### src/rtl/exc_sched_if.sv
// Core/CP0 <-> exception scheduler signal bundle.
// master: core and CP0 side, slave: the scheduler.
interface exc_sched_if #(
    parameter int NUM_IRQ = 6
);
    logic               inst_valid;
    logic [31:0]        pc;
    logic               syscall;
    logic               brk;
    logic               teq_hit;
    logic               mtc0_req;
    logic               eret_req;
    logic [NUM_IRQ-1:0] irq;
    logic [31:0]        status;
    logic               cp0_ack;
    logic               stall;
    logic               exc_valid;
    logic [4:0]         exc_cause;
    logic [2:0]         exc_irq;
    logic [31:0]        exc_epc;
    logic               mtc0_go;
    logic               eret_go;
    logic               in_service;

    modport master (
        output inst_valid, pc, syscall, brk, teq_hit, mtc0_req, eret_req, irq, status, cp0_ack,
        input  stall, exc_valid, exc_cause, exc_irq, exc_epc, mtc0_go, eret_go, in_service
    );

    modport slave (
        input  inst_valid, pc, syscall, brk, teq_hit, mtc0_req, eret_req, irq, status, cp0_ack,
        output stall, exc_valid, exc_cause, exc_irq, exc_epc, mtc0_go, eret_go, in_service
    );
endinterface

### src/rtl/exc_sched.sv
// exc_sched: sequences exception/interrupt entry into CP0 and arbitrates mtc0/eret strobes.
// Build option EXC_IRQ_EDGE_EN: edge-latched interrupt pending bits (default: level-sensitive).
module exc_sched #(
    parameter int NUM_IRQ  = 6,
    parameter int ACK_WAIT = 0
) (
    input  logic       clk,
    input  logic       rst,
    exc_sched_if.slave bus
);
    localparam logic [4:0] CAUSE_INT = 5'd0;
    localparam logic [4:0] CAUSE_SYS = 5'd8;
    localparam logic [4:0] CAUSE_BP  = 5'd9;
    localparam logic [4:0] CAUSE_TR  = 5'd13;

    typedef enum logic [1:0] {
        IDLE  = 2'd0,
        ENTRY = 2'd1,
        FLUSH = 2'd2
    } state_e;

    state_e             state_q, state_d;
    logic               exc_valid_q, exc_valid_d;
    logic [4:0]         exc_cause_q, exc_cause_d;
    logic [2:0]         exc_irq_q, exc_irq_d;
    logic [31:0]        exc_epc_q, exc_epc_d;
    logic               in_service_q, in_service_d;
    logic               armed_q, armed_d;
    logic [NUM_IRQ-1:0] pending_s;
    logic [NUM_IRQ-1:0] irq_ev_s;
    logic               sys_ev_s, bp_ev_s, tr_ev_s, sync_ev_s, event_s;
    logic               req_s, ack_take_s;
    logic [4:0]         sync_cause_s;
    logic [2:0]         irq_idx_s;
    logic               stall_s, mtc0_go_s, eret_go_s;

    // ACK_WAIT is reserved and deliberately has no effect on the logic.
    if (ACK_WAIT < 0) begin : g_ack_wait_reserved
    end

    // Decode synchronous and interrupt events and select the winning source.
    always_comb begin
        sys_ev_s  = bus.inst_valid & bus.status[0] & bus.syscall & bus.status[1];
        bp_ev_s   = bus.inst_valid & bus.status[0] & bus.brk     & bus.status[2];
        tr_ev_s   = bus.inst_valid & bus.status[0] & bus.teq_hit & bus.status[3];
        sync_ev_s = sys_ev_s | bp_ev_s | tr_ev_s;
        if (sys_ev_s) begin
            sync_cause_s = CAUSE_SYS;
        end else if (bp_ev_s) begin
            sync_cause_s = CAUSE_BP;
        end else if (tr_ev_s) begin
            sync_cause_s = CAUSE_TR;
        end else begin
            sync_cause_s = CAUSE_INT;
        end
        irq_ev_s  = pending_s & bus.status[8 +: NUM_IRQ] & {NUM_IRQ{bus.status[0] & ~in_service_q}};
        irq_idx_s = 3'd0;
        // Scan downward so the lowest active index is the one left standing.
        for (int i = NUM_IRQ - 1; i >= 0; i--) begin
            if (irq_ev_s[i]) begin
                irq_idx_s = 3'(i);
            end else begin
                irq_idx_s = irq_idx_s;
            end
        end
        event_s    = sync_ev_s | (|irq_ev_s);
        req_s      = bus.mtc0_req | bus.eret_req;
        ack_take_s = (state_q == ENTRY) & bus.cp0_ack;
    end

    // Next-state and strobe logic of the entry sequencer.
    always_comb begin
        state_d      = state_q;
        exc_valid_d  = exc_valid_q;
        exc_cause_d  = exc_cause_q;
        exc_irq_d    = exc_irq_q;
        exc_epc_d    = exc_epc_q;
        in_service_d = in_service_q;
        armed_d      = 1'b1;
        stall_s      = 1'b0;
        mtc0_go_s    = 1'b0;
        eret_go_s    = 1'b0;
        case (state_q)
            IDLE: begin
                if (event_s) begin
                    stall_s     = 1'b1;
                    state_d     = ENTRY;
                    exc_valid_d = 1'b1;
                    exc_epc_d   = bus.pc;
                    if (sync_ev_s) begin
                        exc_cause_d = sync_cause_s;
                        exc_irq_d   = 3'd0;
                    end else begin
                        exc_cause_d = CAUSE_INT;
                        exc_irq_d   = irq_idx_s;
                    end
                end else if (req_s && armed_q) begin
                    mtc0_go_s = bus.mtc0_req;
                    eret_go_s = bus.eret_req;
                    if (bus.eret_req) begin
                        in_service_d = 1'b0;
                    end else begin
                        in_service_d = in_service_q;
                    end
                end else if (req_s) begin
                    // Strobes stay suppressed until the first edge after reset release.
                    stall_s = 1'b1;
                end else begin
                    stall_s = 1'b0;
                end
            end
            ENTRY: begin
                stall_s = 1'b1;
                if (ack_take_s) begin
                    state_d      = FLUSH;
                    exc_valid_d  = 1'b0;
                    in_service_d = 1'b1;
                end else begin
                    state_d = ENTRY;
                end
            end
            FLUSH: begin
                stall_s = 1'b1;
                state_d = IDLE;
            end
            default: begin
                stall_s     = 1'b1;
                state_d     = IDLE;
                exc_valid_d = 1'b0;
            end
        endcase
    end

    // State and registered outputs; reset aborts any entry in progress.
    always_ff @(posedge clk or negedge rst) begin
        if (!rst) begin
            state_q      <= IDLE;
            exc_valid_q  <= 1'b0;
            exc_cause_q  <= 5'd0;
            exc_irq_q    <= 3'd0;
            exc_epc_q    <= 32'd0;
            in_service_q <= 1'b0;
            armed_q      <= 1'b0;
        end else begin
            state_q      <= state_d;
            exc_valid_q  <= exc_valid_d;
            exc_cause_q  <= exc_cause_d;
            exc_irq_q    <= exc_irq_d;
            exc_epc_q    <= exc_epc_d;
            in_service_q <= in_service_d;
            armed_q      <= armed_d;
        end
    end

`ifdef EXC_IRQ_EDGE_EN
    logic [NUM_IRQ-1:0] irq_prev_q;
    logic [NUM_IRQ-1:0] pending_q, pending_d;
    logic [NUM_IRQ-1:0] svc_clr_s;

    // Latch rising edges of irq; a pending bit drops only when its entry is acknowledged.
    always_comb begin
        svc_clr_s = {NUM_IRQ{1'b0}};
        if (ack_take_s && (exc_cause_q == CAUSE_INT)) begin
            svc_clr_s[exc_irq_q] = 1'b1;
        end else begin
            svc_clr_s = {NUM_IRQ{1'b0}};
        end
        pending_d = (pending_q & ~svc_clr_s) | (bus.irq & ~irq_prev_q);
    end

    // Edge-detect sample and pending registers.
    always_ff @(posedge clk or negedge rst) begin
        if (!rst) begin
            irq_prev_q <= {NUM_IRQ{1'b0}};
            pending_q  <= {NUM_IRQ{1'b0}};
        end else begin
            irq_prev_q <= bus.irq;
            pending_q  <= pending_d;
        end
    end

    assign pending_s = pending_q;
`else
    assign pending_s = bus.irq;
`endif

    assign bus.stall      = stall_s & rst;
    assign bus.mtc0_go    = mtc0_go_s & rst;
    assign bus.eret_go    = eret_go_s & rst;
    assign bus.exc_valid  = exc_valid_q;
    assign bus.exc_cause  = exc_cause_q;
    assign bus.exc_irq    = exc_irq_q;
    assign bus.exc_epc    = exc_epc_q;
    assign bus.in_service = in_service_q;
endmodule

### src/flat_wrapper.sv
// flat-port wrapper written by rule: the top's interface ports become plain ports
module exc_sched_flat 
#(
    parameter int NUM_IRQ  = 6,
    parameter int ACK_WAIT = 0
)
  (clk, rst, bus_inst_valid, bus_pc, bus_syscall, bus_brk, bus_teq_hit, bus_mtc0_req, bus_eret_req, bus_irq, bus_status, bus_cp0_ack, bus_stall, bus_exc_valid, bus_exc_cause, bus_exc_irq, bus_exc_epc, bus_mtc0_go, bus_eret_go, bus_in_service);
  exc_sched_if #(.NUM_IRQ(NUM_IRQ)) bus_i ();
  input  logic clk;
  input  logic rst;
  input wire logic [$bits(bus_i.inst_valid)-1:0] bus_inst_valid;
  input wire logic [$bits(bus_i.pc)-1:0] bus_pc;
  input wire logic [$bits(bus_i.syscall)-1:0] bus_syscall;
  input wire logic [$bits(bus_i.brk)-1:0] bus_brk;
  input wire logic [$bits(bus_i.teq_hit)-1:0] bus_teq_hit;
  input wire logic [$bits(bus_i.mtc0_req)-1:0] bus_mtc0_req;
  input wire logic [$bits(bus_i.eret_req)-1:0] bus_eret_req;
  input wire logic [$bits(bus_i.irq)-1:0] bus_irq;
  input wire logic [$bits(bus_i.status)-1:0] bus_status;
  input wire logic [$bits(bus_i.cp0_ack)-1:0] bus_cp0_ack;
  output wire logic [$bits(bus_i.stall)-1:0] bus_stall;
  output wire logic [$bits(bus_i.exc_valid)-1:0] bus_exc_valid;
  output wire logic [$bits(bus_i.exc_cause)-1:0] bus_exc_cause;
  output wire logic [$bits(bus_i.exc_irq)-1:0] bus_exc_irq;
  output wire logic [$bits(bus_i.exc_epc)-1:0] bus_exc_epc;
  output wire logic [$bits(bus_i.mtc0_go)-1:0] bus_mtc0_go;
  output wire logic [$bits(bus_i.eret_go)-1:0] bus_eret_go;
  output wire logic [$bits(bus_i.in_service)-1:0] bus_in_service;
  assign bus_i.inst_valid = bus_inst_valid;
  assign bus_i.pc = bus_pc;
  assign bus_i.syscall = bus_syscall;
  assign bus_i.brk = bus_brk;
  assign bus_i.teq_hit = bus_teq_hit;
  assign bus_i.mtc0_req = bus_mtc0_req;
  assign bus_i.eret_req = bus_eret_req;
  assign bus_i.irq = bus_irq;
  assign bus_i.status = bus_status;
  assign bus_i.cp0_ack = bus_cp0_ack;
  assign bus_stall = bus_i.stall;
  assign bus_exc_valid = bus_i.exc_valid;
  assign bus_exc_cause = bus_i.exc_cause;
  assign bus_exc_irq = bus_i.exc_irq;
  assign bus_exc_epc = bus_i.exc_epc;
  assign bus_mtc0_go = bus_i.mtc0_go;
  assign bus_eret_go = bus_i.eret_go;
  assign bus_in_service = bus_i.in_service;
  exc_sched #(.NUM_IRQ(NUM_IRQ), .ACK_WAIT(ACK_WAIT)) u_core (.clk(clk), .rst(rst), .bus(bus_i));
endmodule
### config.mk
export PLATFORM = sky130hd
export DESIGN_NAME = exc_sched_flat
export DESIGN_NICKNAME = d
export VERILOG_FILES = /design/src/rtl/exc_sched_if.sv /design/src/rtl/exc_sched.sv /design/src/flat_wrapper.sv
export SDC_FILE = /design/constraint.sdc
export NUM_CORES = 1
export LEC_CHECK = 0
export ABC_CLOCK_PERIOD_IN_PS = 2600
export CAP_MARGIN = 20
export CORE_MARGIN = 2
export CORE_UTILIZATION = 40
export CTS_CLUSTER_DIAMETER = 60
export DETAILED_ROUTE_END_ITERATION = 8
export GPL_TIMING_DRIVEN = 0
export PLACE_DENSITY = 0.94
export SYNTH_ARGS = -nofsm -noshare
export SYNTH_HDL_FRONTEND = slang
export SYNTH_SLANG_ARGS = --single-unit
### constraint.sdc
create_clock -name clk -period 2.6 [get_ports clk]
set_clock_uncertainty 0.15 [all_clocks]
set_input_delay 0.52 -clock clk [delete_from_list [all_inputs] [get_ports clk]]
set_output_delay 0.52 -clock clk [all_outputs]
set_load 0.03 [all_outputs]
==> run_results.csv <==
group,metric,value,unit
power_and_ir_drop,p_leak,0.00147,µW
routing,viasPerCell,4.83,
routing,drtPass1Iterations,4,
clocking,cts_tree,"done",
global_route,antenna_found_initial,0,
clocking,cts_root_buf,"clkbuf_8",
final_layout,stdcell_area,3300,µm²
final_layout,mostFrequentLayoutCell,"clkdlybuf4s50_1",
global_route,grt_max_degree,29,
routing,route.detailed.drc,0,
synthesis,netlist_area,2020,µm²
power_and_ir_drop,powerDensity,1210,nW/µm²
synthesis,synth_area_leaders,"dfrtp_1 (53%), mux2_4 (22%), buf_12 (3.0%), nand2_1 (1.5%), nor2_1 (1.5%)",
power_and_ir_drop,irDropWorstVdd,772,µV
clocking,cts.path.max_buffers,2,
synthesis,synthMuxAreaShare,0.234,
final_layout,drive_gt1_frac,0.258,
routing,ant_nets,0,
synthesis,syn_area_per_cell,14.6,µm²
critical_path,cp_cell_sequence,"clkdlybuf4s50_1 > nand2_1 > a41oi_4 > nor3_4 > a21boi_0 > buf_2",
timing,finalCritPeriodShare,0.971,
global_route,grt_usage,0.175,
synthesis,synthAdderAreaFrac,0,
final_layout,num_antenna_cells,0,
final_layout,fill_cells,344,
synthesis,synth_top_flop_cell,"dfrtp_1",
global_route,grt_pass1_vias,1628,
clocking,clk_latency,280,ps
routing,wirelength,4890,µm
timing,final_max_slew_viol_count,0,
critical_path,worstSetupStartpoint,"bus_status[12]",
synthesis,yosys_warnings,0,
critical_path,arrival,1850,ps
run_status,status,"finished clean",
timing,layout_setup_ws,76.0,ps
synthesis,synthArstFlopShare,1.00,
final_layout,seqCellArea,1080,µm²
synthesis,synth_top_family_by_area,"multiplexers",
critical_path,startpoint_type,"primary input",
placement,place_area,3120,µm²
synthesis,synth_top_area_frac,0.532,
timing,setup_viol_count_final,0,
synthesis,yosys.area_share.simple,0.0816,
synthesis,synth.ff_latch_count,43,
critical_path,end_kind,"primary output",
synthesis,synthDistinctLibCells,38,
floorplanning,ios,124,
final_layout,area_delta_synth_final,63.0,%
floorplanning,rows,25,
clocking,clkSinkCount,43,
placement,post-dp-hpwl,3710,µm
timing,min_period,2520,ps
timing,hold_viol_final,0,
global_route,grt_pass1_wl,7410,µm
clocking,hold_buffers,0,
routing,drt_iter0_drc,59,
flow_run,maxCapViolCount,0,
critical_path,crit_required,1930,ps
clocking,cts_htree_levels,2,
global_route,grt-ovfl-total,0,
routing,wl_per_cell,15.3,µm
critical_path,cp_slowest_cell,"clkdlybuf4s50_1",
floorplanning,fp.coreArea,4790,µm²
critical_path,r2r-start,"u_core.bus.in_service",
synthesis,yosys.area.top_type,"dfrtp_1",
clocking,cts_buffers,5,
floorplanning,initial_core_util,0.423,
floorplanning,dieWidth,75.1,µm
synthesis,synth-compound-area-share,0.108,
placement,gp_congestion,0.781,
synthesis,synth-edff-count,0,
final_layout,nNetsFinal,331,
timing,tightest_slew,576,ps
clocking,clk_pin_slew_worst_paths,70,ps
timing,max_freq,396,MHz
synthesis,ys_seq_area_frac,0.532,
final_layout,layout_common_cells,"clkdlybuf4s50_1 (83), dfrtp_1 (43), mux2_4 (30)",
placement,io_buffers,99,
critical_path,path_class,"in2out",
hold_path,worst_hold_path_type,"in2async",
routing,vias,1541,
placement,post-place-ws,-767,ps
synthesis,synthXorXnorAreaFrac,0,
final_layout,multi_input_area,905,µm²
critical_path,cpPeakStageDelay,490,ps
synthesis,synth_cells,139,
critical_path,worst-path-max-fanout,4,
timing,maxSlewHeadroom,0.612,
floorplanning,die_h,75.1,µm
floorplanning,die_area,5640,µm²
layer usage:
layer / up-vias / part of all wire / GRT usage
li1: 728 / - / -
met5: - / 0 / 0
met3: 2 / 0.082 / 0.0629
met2: 65 / 0.52 / 0.309
met1: 746 / 0.39 / 0.204
met4: 0 / 0.0047 / 0.0357
Yosys cell counts, drive strengths merged, types with 2 or more instances:
cell and n:
and4 2, nand3 2, o21ai 4, a21oi 2, conb 2, a32o 2
a31oi 3, nor2 8, buf 5, mux2 32, inv 2, nand2 9
nand4 2, dfrtp 43, a22oi 2
final cells by class:
type / instances / area share
multi-input combinational: 90 / 0.274
clock buffer: 6 / 0.0220
clock inverter: 1 / 0.00910
tap: 67 / 0.0254
buffer: 5 / 0.0228
timing repair buffer: 105 / 0.318
inverter: 2 / 0.00228
sequential: 43 / 0.326
power breakdown:
part           switching (µW)  internal [µW]
clock                     207            282
combinational            1120           1170
sequential                210            995
total                    1530           2450
repair_timing:
item	CTS	global route
pin swaps	6	5
buffers inserted	3	2
gates cloned	0	0
resized for setup	29	8
endpoints found under the setup margin	3	3
hold endpoints to repair	0	0
critical path: cells and delay by family:
family / cells / cell delay (ps)
buf+inv: 2 / 710
compound gates: 2 / 430
simple gates: 2 / 190
metrics by stage:
stage / hold WS, ps / power (µW) / setup TNS, ps / utilization / instances
floorplan: 74.4 / 2580 / 0 / - / 140
CTS: 18.8 / 4020 / 0 / 0.680 / 317
global route: 37.1 / 4170 / -1.83 / 0.689 / 319
global placement: 317 / 3420 / -15160 / 0.648 / 306
finish: 17.1 / 3980 / 0 / 0.689 / 319
detailed placement: 320 / 3480 / -2160 / 0.651 / 307
state kept, by name (all words and copies together), names as in the netlist:
register,flops
u_core.armed_q,1
u_core.bus.exc_cause,3
u_core.bus.exc_epc,32
u_core.bus.exc_irq,3
u_core.bus.exc_valid,1
u_core.bus.in_service,1
u_core.state_q,2
cell families (layout without fill, tap and decap cells):
| logic type | after synthesis | in the layout |
|---|---|---|
| AO/OA/AOI/OAI | 24 | 24 |
| buffers and inverters | 7 | 119 |
| flip-flops | 43 | 43 |
| multiplexers | 32 | 32 |
| other | 2 | 3 |
| AND/OR/NAND/NOR | 31 | 31 |
final timing paths:
kind	end	slack [ps]	cells past startpoint
hold reg to reg	u_core.bus.exc_cause[2]	340	1
setup reg to reg	u_core.bus.exc_epc[23]	610	6
min in group clk	u_core.bus.exc_cause[2]	340	1
hold / removal	u_core.bus.exc_epc[21]	20	1
max in group asynchronous	u_core.bus.exc_epc[24]	1800	2
setup / recovery	bus_stall	80	6
No activity file was read; power rests on OpenSTA's default activity.
